**src/rtl/periph_acc_cfg_arb_pkg.sv**
```systemverilog
// Shared types for the peripheral accelerator config arbiter.
// FSM state encoding and the error-response read data pattern.
package periph_acc_cfg_arb_pkg;

   typedef enum logic [2:0] {
      IDLE,
      ISSUE,
      WAIT_RSP,
      RESP,
      ERR
   } arb_state_e;

   localparam logic [31:0] ERR_RDATA = 32'hBADACCE5;

endpackage

```
**src/rtl/periph_acc_cfg_arbiter.sv**
```systemverilog
// Routes one speriph config transaction at a time to an HWPE target,
// with address decode, per-transaction timeout and error responses.
module periph_acc_cfg_arbiter
   import periph_acc_cfg_arb_pkg::*;
#(
   parameter int NB_HWPE  = 2,
   parameter int ID_WIDTH = 5,
   parameter int SEL_LSB  = 10,
   parameter int TIMEOUT  = 255
) (
   input  logic                         clk,
   input  logic                         rst,
   input  logic                         s_req,
   input  logic [31:0]                  s_add,
   input  logic                         s_wen,
   input  logic [31:0]                  s_wdata,
   input  logic [3:0]                   s_be,
   input  logic [ID_WIDTH-1:0]          s_id,
   output logic                         s_gnt,
   output logic                         s_r_valid,
   output logic [31:0]                  s_r_rdata,
   output logic                         s_r_opc,
   output logic [ID_WIDTH-1:0]          s_r_id,
   output logic [NB_HWPE-1:0]           m_req,
   output logic [31:0]                  m_add,
   output logic                         m_wen,
   output logic [31:0]                  m_wdata,
   output logic [3:0]                   m_be,
   output logic [ID_WIDTH-1:0]          m_id,
   input  logic [NB_HWPE-1:0]           m_gnt,
   input  logic [NB_HWPE-1:0]           m_r_valid,
   input  logic [NB_HWPE*32-1:0]        m_r_rdata,
   input  logic [NB_HWPE-1:0]           m_r_opc,
   input  logic [NB_HWPE*ID_WIDTH-1:0]  m_r_id,
   output logic [7:0]                   err_cnt
);

   localparam int SEL_W = (NB_HWPE > 1) ? $clog2(NB_HWPE) : 1;
   localparam logic [SEL_W:0] NB_L = (SEL_W + 1)'(NB_HWPE);
   localparam logic [15:0] TMO_LAST = 16'(TIMEOUT - 1);

   arb_state_e state;

   logic [31:0]         cap_add;
   logic                cap_wen;
   logic [31:0]         cap_wdata;
   logic [3:0]          cap_be;
   logic [ID_WIDTH-1:0] cap_id;
   logic [SEL_W-1:0]    sel;
   logic [31:0]         rsp_rdata;
   logic                rsp_opc;
   logic [ID_WIDTH-1:0] rsp_id;
   logic [15:0]         tmo_cnt;
   logic [7:0]          err_q;

   logic [SEL_W-1:0]    s_sel;
   logic                tgt_gnt;
   logic                tgt_valid;
   logic [31:0]         tgt_rdata;
   logic                tgt_opc;
   logic [ID_WIDTH-1:0] tgt_id;
   logic                tmo_hit;
   logic                busy;

   assign s_sel   = s_add[SEL_LSB +: SEL_W];
   assign tmo_hit = (tmo_cnt >= TMO_LAST);
   assign busy    = (state != IDLE);

   // Only the selected target's handshake and response are visible
   always_comb begin
      tgt_gnt   = 1'b0;
      tgt_valid = 1'b0;
      tgt_rdata = '0;
      tgt_opc   = 1'b0;
      tgt_id    = '0;
      for (int i = 0; i < NB_HWPE; i++) begin
         if (sel == SEL_W'(i)) begin
            tgt_gnt   = m_gnt[i];
            tgt_valid = m_r_valid[i];
            tgt_rdata = m_r_rdata[i*32 +: 32];
            tgt_opc   = m_r_opc[i];
            tgt_id    = m_r_id[i*ID_WIDTH +: ID_WIDTH];
         end
      end
   end

   always_ff @(posedge clk or posedge rst) begin
      if (rst) begin
         state     <= IDLE;
         cap_add   <= '0;
         cap_wen   <= 1'b0;
         cap_wdata <= '0;
         cap_be    <= '0;
         cap_id    <= '0;
         sel       <= '0;
         rsp_rdata <= '0;
         rsp_opc   <= 1'b0;
         rsp_id    <= '0;
         tmo_cnt   <= '0;
         err_q     <= '0;
      end else begin
         unique case (state)
            IDLE: begin
               if (s_req) begin
                  cap_add   <= s_add;
                  cap_wen   <= s_wen;
                  cap_wdata <= s_wdata;
                  cap_be    <= s_be;
                  cap_id    <= s_id;
                  sel       <= s_sel;
                  tmo_cnt   <= '0;
                  state     <= ({1'b0, s_sel} < NB_L) ? ISSUE : ERR;
               end
            end
            ISSUE: begin
               tmo_cnt <= tmo_cnt + 16'd1;
               if (tgt_gnt)
                  state <= WAIT_RSP;
               else if (tmo_hit)
                  state <= ERR;
            end
            WAIT_RSP: begin
               tmo_cnt <= tmo_cnt + 16'd1;
               if (tgt_valid) begin
                  rsp_rdata <= tgt_rdata;
                  rsp_opc   <= tgt_opc;
                  rsp_id    <= tgt_id;
                  state     <= RESP;
               end else if (tmo_hit) begin
                  state <= ERR;
               end
            end
            RESP: begin
               state <= IDLE;
            end
            ERR: begin
               if (err_q != 8'hFF)
                  err_q <= err_q + 8'd1;
               state <= IDLE;
            end
            default: state <= IDLE;
         endcase
      end
   end

   always_comb begin
      m_req = '0;
      for (int i = 0; i < NB_HWPE; i++)
         m_req[i] = (state == ISSUE) && (sel == SEL_W'(i));
   end

   assign s_gnt   = (state == IDLE) && s_req && !rst;
   assign m_add   = busy ? cap_add   : '0;
   assign m_wen   = busy ? cap_wen   : 1'b0;
   assign m_wdata = busy ? cap_wdata : '0;
   assign m_be    = busy ? cap_be    : '0;
   assign m_id    = busy ? cap_id    : '0;
   assign err_cnt = err_q;

   always_comb begin
      s_r_valid = 1'b0;
      s_r_rdata = '0;
      s_r_opc   = 1'b0;
      s_r_id    = '0;
      unique case (1'b1)
         (state == RESP): begin
            s_r_valid = 1'b1;
            s_r_rdata = rsp_rdata;
            s_r_opc   = rsp_opc;
            s_r_id    = rsp_id;
         end
         (state == ERR): begin
            s_r_valid = 1'b1;
            s_r_rdata = ERR_RDATA;
            s_r_opc   = 1'b1;
            s_r_id    = cap_id;
         end
         default: ;
      endcase
   end

endmodule

```
**config.mk**
```make
export PLATFORM = sky130hd
export DESIGN_NAME = periph_acc_cfg_arbiter
export DESIGN_NICKNAME = d
export VERILOG_FILES = /design/src/rtl/periph_acc_cfg_arb_pkg.sv /design/src/rtl/periph_acc_cfg_arbiter.sv
export SDC_FILE = /design/constraint.sdc
export NUM_CORES = 1
export LEC_CHECK = 0
export CAP_MARGIN = 20
export CORE_ASPECT_RATIO = 0.5
export CORE_MARGIN = 3
export CORE_UTILIZATION = 44
export DETAILED_ROUTE_END_ITERATION = 8
export PLACE_DENSITY = 0.82
export SLEW_MARGIN = 20
export SYNTH_ARGS = -nofsm -noshare
export SYNTH_HDL_FRONTEND = slang
export SYNTH_SLANG_ARGS = --single-unit
export TNS_END_PERCENT = 5
```
**constraint.sdc**
```tcl
create_clock -name clk -period 5.8 [get_ports clk]
set_input_delay 0.58 -clock clk [delete_from_list [all_inputs] [get_ports clk]]
set_output_delay 0.58 -clock clk [all_outputs]
set_load 0.01 [all_outputs]
```
==> reports/qor.log, run 1 <==
qor: outcome.status finished, final reports clean
qor: global_route.grt_start_max_net_pins 91
qor: yosys.yosys_reg_bits 139
qor: timing.post-route-min-period 3.41 ns
qor: global_route.antenna_found_initial 0
qor: die.core 14,800 sq um
qor: timing.tightestPinTransition 0.855 ns
qor: clock_network.cts-root-buf sky130_fd_sc_hd__clkbuf_16
qor: cells_and_area.nets 1,186
qor: clock_network.postCtsHoldBufs 0
qor: critical_path.path_max_fanout 24
qor: timing.number_of_setup_violations_in_the_final_report 0
qor: cells_and_area.layout-area-overhead-vs-synth 50.2%
qor: critical_path.critPathMaxStageDelay 0.72 ns
qor: critical_path.critPathKind reg -> out
qor: yosys.synth_sequential_area_ratio 50.9%
qor: detailed_routing.dr_total_vias 6,203
qor: critical_path.arrival 2.83 ns
qor: detailed_routing.post_drt_via_cell_ratio 5.02
qor: detailed_routing.total_detailed_routing_wirelength 19,400 um
qor: yosys.ys_warn_count 0
qor: yosys.synth_cells 772
qor: global_route.groute.usage.overall 22.3%
qor: detailed_routing.ant_nets 0
qor: clock_network.post-cts-setup-buffers 0
qor: yosys.yosysUniqueCellTypes 49
qor: die.start_util 46.1%
qor: yosys.post_synth.cell_area_avg 8.85 sq um
qor: critical_path.end_kind primary output
qor: timing.final.hold.worst_slack 0.466 ns
qor: hold_path.worstHoldStart cap_add[21]$_DFFE_PP0P_
qor: power.power.density 471 nW/um^2
qor: hold_path.hold_class reg -> reg
qor: clock_network.ctsHtreeMaxLevel 4
qor: power.leakagePower 4.79 nW
qor: timing.final-hold-violation-count 0
qor: clock_network.clock_insertion_delay_at_the_later_pin_of_the_skew_report 0.40 ns
qor: critical_path.setup.worst_path.start state[2]$_DFFE_PP0P_
qor: job.cap_viol_max_count 0
qor: timing.fmaxAchievable 293 MHz
qor: detailed_routing.drt_drc_violations_left 0
qor: die.dieHeight 94.1 um
qor: cells_and_area.layout_common_cells sky130_fd_sc_hd__clkdlybuf4s50_1 (280), sky130_fd_sc_hd__nand2_1 (276), sky130_fd_sc_hd__dfrtp_1 (138)
qor: power.ir_drop 0.000216 V
qor: clock_network.cts_tree built
qor: global_route.grt_pass1_wl 31,200 um
qor: timing.worst_setup_skew_after_layout 0.00883 ns
qor: timing.grt_setup_unrepaired false
qor: clock_network.postCtsResizedCells 0
qor: critical_path.critical_path_required 5.22 ns
qor: global_route.number_of_global_route_vias_before_repair 6,217
qor: critical_path.slowest_stage_cell_crit_path sky130_fd_sc_hd__nor3b_2
qor: die.fp-row-count 31
qor: yosys.synth.net_count 932
qor: placement.detailedPlacementHpwl 13,500 um
qor: timing.max-slew-margin-rel 43.0%
qor: clock_network.clk_path_buf_depth 2
qor: detailed_routing.initialDrtViolationCount 344
qor: timing.slew_violations 0
qor: timing.final.setup.tns 0 ns
qor: critical_path.path_cells nor3b_2 > buf_4 > a22o_1 > clkdlybuf4s50_1
qor: global_route.grt.overflow.total 0
qor: die.full_die_area 17,200 sq um
qor: cells_and_area.layout_commonest_cell sky130_fd_sc_hd__clkdlybuf4s50_1
qor: die.io-pin-count 281
qor: critical_path.startpoint_type register
qor: detailed_routing.detailedRoute.firstPassIterationCount 5
qor: yosys.mappedNetlistArea 6840 sq um
qor: cells_and_area.layout-drive-gt1-share 5.30%
qor: clock_network.clock_sinks 139
qor: critical_path.worst_r2r_startpoint state[0]$_DFFE_PP0P_
qor: timing.min_period_over_period 58.7%
qor: cells_and_area.antennaDiodeCount 0
qor: clock_network.cts_made_buffers 17
qor: placement.gp_congestion 0.858
qor: placement.io_buffer_count 280
qor: die.fp.dieW 182 um
qor: clock_network.cts.clk_slew.worst_paths 0.06 ns
qor: detailed_routing.drt-wirelength-per-cell 15.7 um
state kept, by name, summed over array words and instances (netlist names):
signal	count
cap_add	32
cap_wdata	32
rsp_rdata	32
tmo_cnt	16
err_cnt	8
cap_id	5
rsp_id	5
cap_be	4
state	3
cap_wen	1
rsp_opc	1
path summary, 6_finish.rpt:
path | end | slack [ns] | cells after the start
setup / recovery | s_r_id[2] | 2.39 | 4
hold / removal | cap_add[21]$_DFFE_PP0P_ | 0.47 | 2
setup reg to reg | tmo_cnt[15]$_DFFE_PP0P_ | 2.43 | 6
hold reg to reg | cap_add[21]$_DFFE_PP0P_ | 0.47 | 2
max in group asynchronous | cap_add[8]$_DFFE_PP0P_ | 3.86 | 3
min in group asynchronous | cap_add[11]$_DFFE_PP0P_ | 0.75 | 2
metal layers:
layer	vias up	wire length [um]	track usage [%]	part of all wire [%]
met1	2945	7990	27.9	41
met3	25	1240	5.03	6.4
met2	213	9760	38.9	50
met5	-	0	0	0
li1	3020	-	-	-
met4	0	359	7.16	1.9
cell type report:
type / instances / area [sq um]
well taps: 198 / 248
inverters: 7 / 31.3
clock inverters: 13 / 95.1
repair buffers: 287 / 2860
clock buffers: 18 / 439
fillers: 1168 / 4550
multi-input cells: 574 / 3120
flip-flops and latches: 139 / 3480
metrics by stage:
| step | cells | util, % | worst slack, ns | instance area (sq um) | power [mW] |
|---|---|---|---|---|---|
| after floorplan | 772 | - | 1.50 | 6840 | 2.82 |
| after global placement | 1205 | 65.6 | 2.51 | 9730 | 3.79 |
| after detailed placement | 1205 | 65.6 | 2.43 | 9730 | 3.87 |
| after CTS | 1236 | 69.2 | 2.41 | 10300 | 4.88 |
| after global routing | 1236 | 69.3 | 2.14 | 10300 | 5.18 |
| final | 1236 | 69.3 | 2.39 | 10300 | 4.83 |
synthesized netlist by cell type (all sizes together):
| cell type | n | share of area, % |
|---|---|---|
| a211o | 1 | 0.13 |
| a211oi | 1 | 0.11 |
| a21o | 21 | 2.3 |
| a21oi | 7 | 0.51 |
| a22o | 5 | 0.64 |
| a31o | 2 | 0.26 |
| a31oi | 2 | 0.18 |
| a41oi | 1 | 0.13 |
| and2 | 16 | 1.5 |
| and3 | 5 | 0.48 |
| and4 | 2 | 0.26 |
| buf | 19 | 1.6 |
| clkbuf | 33 | 1.8 |
| dfrtp | 139 | 51 |
| ha | 3 | 0.55 |
| inv | 7 | 0.38 |
| mux2 | 1 | 0.16 |
| mux2i | 42 | 6.2 |
| nand2 | 276 | 15 |
| nand2b | 4 | 0.37 |
| nand3 | 10 | 0.81 |
| nand3b | 2 | 0.22 |
| nand4 | 3 | 0.27 |
| nor2 | 9 | 0.49 |
| nor2b | 76 | 7.0 |
| nor3 | 6 | 0.44 |
| nor3b | 2 | 0.22 |
| nor4 | 5 | 0.46 |
| o211a | 1 | 0.15 |
| o211ai | 2 | 0.22 |
| o21a | 3 | 0.33 |
| o21ai | 41 | 3.0 |
| o221a | 1 | 0.16 |
| o311ai | 2 | 0.26 |
| o31ai | 4 | 0.44 |
| or2 | 1 | 0.092 |
| or3 | 5 | 0.48 |
| or4 | 5 | 0.59 |
| or4b | 1 | 0.15 |
| xnor2 | 3 | 0.38 |
| xor2 | 3 | 0.38 |
power by group:
group | total, mW | switching [mW] | internal (mW)
combinational | 2.24 | 1.12 | 1.12
clock | 0.983 | 0.426 | 0.557
sequential | 1.60 | 0.234 | 1.37
cell families (layout without fill, tap and decap cells):
logic type / after synthesis / in the layout / share of synthesized area [%]
AND/OR/NAND/NOR: 428 / 428 / 28.9
flip-flops: 139 / 139 / 50.9
AO/OA/AOI/OAI: 94 / 94 / 8.82
buffers and inverters: 59 / 325 / 3.77
multiplexers: 43 / 43 / 6.32
XOR/XNOR: 6 / 6 / 0.769
adder cells (fa/ha/maj): 3 / 3 / 0.549
critical path, delay by kind of cell (launching register included):
family / cells / cell delay, ns
buf+inv: 2 / 0.95
compound gates: 1 / 0.20
simple gates: 1 / 0.72
flops: 1 / 0.55
Note: power is estimated with default switching activity, not from simulation.
==> run 2, diff against run 1 <==
--- a/config.mk
+++ b/config.mk
@@ -8,9 +8,9 @@
 export CAP_MARGIN = 20
 export CORE_ASPECT_RATIO = 0.5
 export CORE_MARGIN = 3
-export CORE_UTILIZATION = 44
+export CORE_UTILIZATION = 39
 export DETAILED_ROUTE_END_ITERATION = 8
-export PLACE_DENSITY = 0.82
+export PLACE_DENSITY = 0.77
 export SLEW_MARGIN = 20
 export SYNTH_ARGS = -nofsm -noshare
 export SYNTH_HDL_FRONTEND = slang
==> constraint.sdc (replaced) <==
create_clock -name clk -period 3 [get_ports clk]
set_input_delay 0.3 -clock clk [delete_from_list [all_inputs] [get_ports clk]]
set_output_delay 0.3 -clock clk [all_outputs]
set_load 0.01 [all_outputs]
==> run 2 against run 1 <==
Compared with the run above: design area rose by 1.6%; sequential power rose by 93%; clock skew rose by 0.00089 ns; critical path type unchanged; routed wire length fell by 0.35%; combinational power rose by 95%; clock power rose by 110%; worst hold slack got worse by 0.057 ns; clock-buffer cell count fell by 1; die area rose by 12%.
==> reports/qor.log, run 2 (synthesized netlist as in run 1, its figures left out) <==
qor: detailed_routing.total_detailed_routing_wirelength 19,300 um [-0.35%]
qor: placement.gp_congestion 0.828 [-3.5%]
qor: timing.min_period_over_period 88.2%
qor: timing.number_of_setup_violations_in_the_final_report 0 [unchanged]
qor: detailed_routing.dr_total_vias 6,159 [-0.71%]
qor: global_route.groute.usage.overall 19.7% [-2.6 points]
qor: clock_network.cts-root-buf sky130_fd_sc_hd__clkbuf_16
qor: timing.tightestPinTransition 0.785 ns [-0.0700 ns]
qor: critical_path.critPathKind reg -> out
qor: global_route.number_of_global_route_vias_before_repair 6,189 [-0.45%]
qor: detailed_routing.drt_drc_violations_left 0 [unchanged]
qor: critical_path.critical_path.n_buffers_inverters 2 [unchanged]
qor: die.start_util 40.8% [-5.4 points]
qor: clock_network.cts_made_buffers 17 [unchanged]
qor: clock_network.clock_sinks 139 [unchanged]
qor: die.io-pin-count 281 [unchanged]
qor: critical_path.startpoint_type register
qor: global_route.grt.overflow.total 0 [unchanged]
qor: cells_and_area.layout_commonest_cell sky130_fd_sc_hd__clkdlybuf4s50_1
qor: critical_path.path_max_fanout 28 [+17%]
qor: critical_path.critical_path_required 2.70 ns [-2.52 ns]
qor: cells_and_area.seqCellArea 3480 sq um [unchanged]
qor: clock_network.ctsHtreeMaxLevel 4 [unchanged]
qor: detailed_routing.post_drt_via_cell_ratio 4.84 [-3.5%]
qor: timing.grt_setup_unrepaired false
qor: die.fp-row-count 33 [+6.5%]
qor: clock_network.post-cts-setup-buffers 0 [unchanged]
qor: timing.fmaxAchievable 378 MHz
qor: die.full_die_area 19,200 sq um [+12%]
qor: detailed_routing.drt-wirelength-per-cell 15.2 um [-3.2%]
qor: timing.final-hold-violation-count 0 [unchanged]
qor: cells_and_area.multi_input_area 3120 sq um [unchanged]
qor: placement.detailedPlacementHpwl 14,100 um [+4.3%]
qor: detailed_routing.ant_nets 0 [unchanged]
qor: die.dieHeight 99.6 um [+5.8%]
qor: clock_network.cts_tree built
qor: clock_network.cts.clk_slew.worst_paths 0.06 ns [about the same]
qor: critical_path.critPathMaxStageDelay 0.55 ns [-0.17 ns]
qor: cells_and_area.layout_common_cells sky130_fd_sc_hd__clkdlybuf4s50_1 (280), sky130_fd_sc_hd__nand2_1 (276), sky130_fd_sc_hd__dfrtp_1 (138)
qor: global_route.grt_start_max_net_pins 78 [-14%]
qor: power.p_total 9.52 mW [+97%]
qor: global_route.grt_pass1_wl 31,300 um [+0.22%]
qor: critical_path.slowest_stage_cell_crit_path sky130_fd_sc_hd__clkdlybuf4s50_1
qor: die.fp.dieW 193 um [+6.0%]
qor: timing.max-slew-margin-rel 47.7% [+4.7 points]
qor: timing.final.setup.tns 0 ns [unchanged]
qor: detailed_routing.initialDrtViolationCount 295 [-14%]
qor: timing.worst_setup_skew_after_layout 0.00972 ns [+0.000887 ns]
qor: cells_and_area.antennaDiodeCount 0 [unchanged]
qor: cells_and_area.layout-area-overhead-vs-synth 52.5%
qor: cells_and_area.largestRegisters cap_add (32), cap_wdata (32), rsp_rdata (32)
qor: die.core 16,800 sq um [+13%]
qor: outcome.status finished, final reports clean
qor: clock_network.postCtsHoldBufs 0 [unchanged]
qor: clock_network.clock_insertion_delay_at_the_later_pin_of_the_skew_report 0.41 ns [about the same]
qor: clock_network.postCtsResizedCells 0 [unchanged]
qor: detailed_routing.detailedRoute.firstPassIterationCount 4 [-1]
qor: clock_network.clk_path_buf_depth 2 [unchanged]
qor: power.ir_drop 0.000478 V [+120%]
qor: global_route.antenna_found_initial 0 [unchanged]
qor: critical_path.path_cells nor3b_2 > buf_4 > a22o_1 > clkdlybuf4s50_1
qor: critical_path.end_kind primary output
qor: timing.slew_violations 0 [unchanged]
qor: cells_and_area.layout-drive-gt1-share 5.93% [+0.63 points]
qor: critical_path.crit_family buffers and inverters
qor: timing.post-route-min-period 2.65 ns
qor: power.leakagePower 4.86 nW [+1.4%]
qor: critical_path.arrival 2.35 ns [-0.48 ns]
qor: job.cap_viol_max_count 0 [unchanged]
qor: cells_and_area.nets 1,192 [+0.51%]
qor: placement.io_buffer_count 280 [unchanged]
qor: cells_and_area.fill_cells 1,431 [+23%]
qor: power.power.density 913 nW/um^2 [+94%]
qor: hold_path.hold_class in -> async
run 2: cell types whose count changed in the layout (fill, tap and decap cells not counted), moves of 2 or more:
cell | previous run | this run
sky130_fd_sc_hd__inv_6 | 4 | 6
sky130_fd_sc_hd__clkinvlp_4 | 6 | 4
sky130_fd_sc_hd__buf_12 | 0 | 3
sky130_fd_sc_hd__buf_4 | 7 | 10
sky130_fd_sc_hd__clkinv_2 | 3 | 1
sky130_fd_sc_hd__inv_8 | 0 | 3
run 2: report_power, final:
group | switching (mW) | internal, mW
Sequential | 0.445 | 2.65
Combinational | 2.16 | 2.20
Clock | 0.885 | 1.17
Total | 3.49 | 6.02
run 2: routing by layer:
layer | part of all wire (%) | GRT usage (%)
met2 | 51 | 34.4
met5 | 0 | 0
met4 | 1.5 | 5.55
met3 | 6.3 | 5.35
met1 | 42 | 24.4
run 2: worst register-to-register path: stages, from the launching register on:
cell                      delay [ns]
sky130_fd_sc_hd__dfrtp_1        0.50
sky130_fd_sc_hd__or4b_4         0.66
sky130_fd_sc_hd__buf_4          0.40
sky130_fd_sc_hd__o21a_1         0.24
sky130_fd_sc_hd__a211o_1        0.29
run 2: stage by stage:
stage	worst slack [ns]	instance area [sq um]	hold slack (ns)	std cells	util [%]
floorplan	0.965	6840	0.405	772	-
global placement	0.649	9850	0.450	1240	58.7
detailed placement	0.630	9850	0.454	1240	58.7
CTS	0.336	10400	0.401	1272	62.2
global route	0.214	10400	0.417	1272	62.2
finish	0.353	10400	0.409	1272	62.2
run 2: layout make-up:
type / instances / share of cell area [%]
inverters: 7 / 0.288
clock inverters: 15 / 1.46
flip-flops and latches: 139 / 33.4
multi-input cells: 574 / 29.9
repair buffers: 293 / 28.2
clock buffers: 17 / 4.08
well taps: 227 / 2.72
run 2: final timing paths:
kind | startpoint | endpoint | slack (ns) | cells after the start
min in group clk | s_add[29] | cap_add[29]$_DFFE_PP0P_ | 0.41 | 3
worst min-delay path | rst | cap_add[8]$_DFFE_PP0P_ | 0.41 | 2
worst max-delay path | state[2]$_DFFE_PP0P_ | s_r_id[3] | 0.35 | 4
max in group asynchronous | rst | cap_add[10]$_DFFE_PP0P_ | 1.82 | 3
worst min register to register | cap_wdata[28]$_DFFE_PP0P_ | cap_wdata[28]$_DFFE_PP0P_ | 0.46 | 2
worst max register to register | state[0]$_DFFE_PP0P_ | tmo_cnt[9]$_DFFE_PP0P_ | 0.79 | 4
==> run 3, diff against run 2 <==
==> constraint.sdc (replaced) <==
create_clock -name clk -period 3 [get_ports clk]
set_input_delay 0.3 -clock clk [delete_from_list [all_inputs] [get_ports clk]]
set_output_delay 0.3 -clock clk [all_outputs]
set_load 0.1 [all_outputs]
==> run 3 against run 2 <==
Compared with the run above: die area unchanged; register-to-register slack improved by 0.08 ns; setup slack improved by 0.0091 ns; via count decreased by 0.65%; worst hold slack got worse by 0.11 ns; sequential share of layout area decreased by 0.87 points; critical path depth increased by 1; clock-buffer cell count increased by 2.
==> reports/qor.log, run 3 (synthesized netlist as in run 1, its figures left out) <==
qor: global_route.grt.overflow.total 0 [unchanged]
qor: clock_network.clock_insertion_delay_at_the_later_pin_of_the_skew_report 0.41 ns [about the same]
qor: clock_network.post-cts-setup-buffers 0 [unchanged]
qor: detailed_routing.post_drt_via_cell_ratio 4.81 [-0.73%]
qor: detailed_routing.total_detailed_routing_wirelength 19,200 um [-0.43%]
qor: critical_path.reg2reg_depth 6 [+2]
qor: critical_path.crit_family simple AND/OR/NAND/NOR gates
qor: detailed_routing.detailedRoute.firstPassIterationCount 5 [+1]
qor: cells_and_area.largestRegisters cap_add (32), cap_wdata (32), rsp_rdata (32)
qor: critical_path.critPathMaxStageDelay 0.62 ns [+0.07 ns]
qor: clock_network.clock_sinks 139 [unchanged]
qor: timing.fmaxAchievable 379 MHz [+0.35%]
qor: clock_network.ctsHtreeMaxLevel 4 [unchanged]
qor: timing.post-route-min-period 2.64 ns [-0.00915 ns]
qor: die.full_die_area 19,200 sq um [unchanged]
qor: cells_and_area.postLayoutCellArea 10,700 sq um [+2.7%]
qor: die.io-pin-count 281 [unchanged]
qor: timing.slew_violations 0 [unchanged]
qor: detailed_routing.route.met3.wl 1220 um [+0.58%]
qor: timing.final.hold.worst_slack 0.297 ns [-0.113 ns]
qor: clock_network.cts_made_buffers 17 [unchanged]
qor: timing.grt_setup_unrepaired false
qor: detailed_routing.initialDrtViolationCount 298 [+1.0%]
qor: outcome.status finished, final reports clean
qor: global_route.antenna_found_initial 0 [unchanged]
qor: hold_path.hold_class in -> async
qor: global_route.number_of_global_route_vias_before_repair 6,182 [-0.11%]
qor: critical_path.worst_r2r_startpoint state[0]$_DFFE_PP0P_
qor: cells_and_area.final_util 63.9% [+1.7 points]
qor: critical_path.path_cells inv_1 > and3_1 > buf_12 > and2_1 > buf_12
qor: job.cap_viol_max_count 0 [unchanged]
qor: cells_and_area.layout_common_cells sky130_fd_sc_hd__nand2_1 (276), sky130_fd_sc_hd__clkdlybuf4s50_1 (156), sky130_fd_sc_hd__dfrtp_1 (138)
qor: detailed_routing.ant_nets 0 [unchanged]
qor: timing.tightestPinTransition 0.692 ns [-0.0927 ns]
qor: clock_network.cts_tree built
qor: timing.max-slew-margin-rel 53.8% [+6.2 points]
qor: cells_and_area.layout-area-overhead-vs-synth 56.6%
qor: critical_path.end_kind primary output
qor: critical_path.worstReg2RegEnd cap_add[22]$_DFFE_PP0P_
qor: placement.gp_congestion 0.831 [+0.40%]
qor: detailed_routing.drt-wirelength-per-cell 15.1 um [-0.51%]
qor: cells_and_area.antennaDiodeCount 0 [unchanged]
qor: timing.worst_setup_skew_after_layout 0.00889 ns [-0.000825 ns]
qor: cells_and_area.layout_commonest_cell sky130_fd_sc_hd__nand2_1
qor: global_route.groute.usage.overall 19.8% [+0.10 points]
qor: critical_path.arrival 2.34 ns [about the same]
qor: critical_path.slowest_stage_cell_crit_path sky130_fd_sc_hd__and3_1
qor: timing.min_period_over_period 87.9% [-0.30 points]
qor: cells_and_area.layout-drive-gt1-share 17.8% [+12 points]
qor: clock_network.clk_path_buf_depth 2 [unchanged]
qor: clock_network.cts.clk_slew.worst_paths 0.07 ns [about the same]
qor: detailed_routing.drt_drc_violations_left 0 [unchanged]
qor: critical_path.critical-path-top-cell-by-count sky130_fd_sc_hd__buf_12
qor: timing.final-hold-violation-count 0 [unchanged]
qor: detailed_routing.wl_met1 8100 um [+0.82%]
qor: critical_path.path_max_fanout 22 [-21%]
qor: critical_path.critical_path_required 2.70 ns [about the same]
qor: critical_path.critical_path.n_buffers_inverters 3 [+1]
qor: global_route.grt_pass1_wl 31,200 um [-0.18%]
qor: die.fp.dieW 193 um [unchanged]
qor: detailed_routing.route.top_layer_used met4
qor: critical_path.startpoint_type register
qor: die.core 16,800 sq um [unchanged]
qor: critical_path.critPathKind reg -> out
qor: placement.io_buffer_count 280 [unchanged]
qor: detailed_routing.dr_total_vias 6,119 [-0.65%]
qor: placement.placed_cell_area 10,100 sq um [+2.1%]
qor: clock_network.postCtsHoldBufs 0 [unchanged]
qor: die.fp-row-count 33 [unchanged]
qor: clock_network.postCtsResizedCells 0 [unchanged]
qor: die.dieHeight 99.6 um [unchanged]
qor: timing.number_of_setup_violations_in_the_final_report 0 [unchanged]
qor: clock_network.cts-root-buf sky130_fd_sc_hd__clkbuf_16
qor: global_route.grt_start_max_net_pins 76 [-2.6%]
qor: cells_and_area.nets 1,193 [+0.084%]
qor: critical_path.timing.reg2reg.setup_slack 0.87 ns [+0.08 ns]
qor: placement.detailedPlacementHpwl 14,400 um [+2.0%]
qor: detailed_routing.routed-wl-met2 9600 um [-1.4%]
qor: die.start_util 40.8% [unchanged]
==> run 3: cell count changes in the layout (fill, tap and decap cells not counted), sizes merged <==
cell / delta
buf: +125
inv: -3
bufinv: +3
clkbuf: +2
clkdlybuf4s50: -124
clkinvlp: -2
==> run 3: layout make-up <==
cell class	instances	area, sq um
well taps	227	284
fillers	1332	6060
multi-input cells	574	3120
flip-flops and latches	139	3480
inverters	7	30.0
clock inverters	13	205
repair buffers	294	3150
clock buffers	19	443
==> run 3: how the worst max path moves through the flow <==
stage / cells after the start / end / slack, ns / start
6_report: 5 / s_r_rdata[9] / 0.36 / state[2]$_DFFE_PP0P_
3_5_place_dp: 4 / s_gnt / 0.69 / s_req
5_1_grt: 5 / s_r_rdata[9] / 0.18 / state[2]$_DFFE_PP0P_
2_1_floorplan: 3 / m_req[0] / -0.17 / cap_add[10]$_DFFE_PP0P_
3_3_place_gp: 4 / s_gnt / 0.71 / s_req
4_1_cts: 5 / s_r_rdata[9] / 0.31 / state[2]$_DFFE_PP0P_
==> run 3: through the flow <==
stage | cells | setup TNS [ns] | setup WS (ns)
floorplan | 772 | -0.260 | -0.166
global placement | 1241 | 0 | 0.713
detailed placement | 1241 | 0 | 0.691
CTS | 1273 | 0 | 0.309
global route | 1273 | 0 | 0.175
finish | 1273 | 0 | 0.362
==> run 3: metal layers <==
metal	global-route usage, %	up-vias
li1	-	3044
met5	0	-
met4	6.72	0
met1	24.1	2883
met2	34.4	172
met3	5.58	20
Power of run 3 is left out: the tool's default activity adds up to more than one toggle a clock period on the data nets, which glitch-free logic cannot reach.
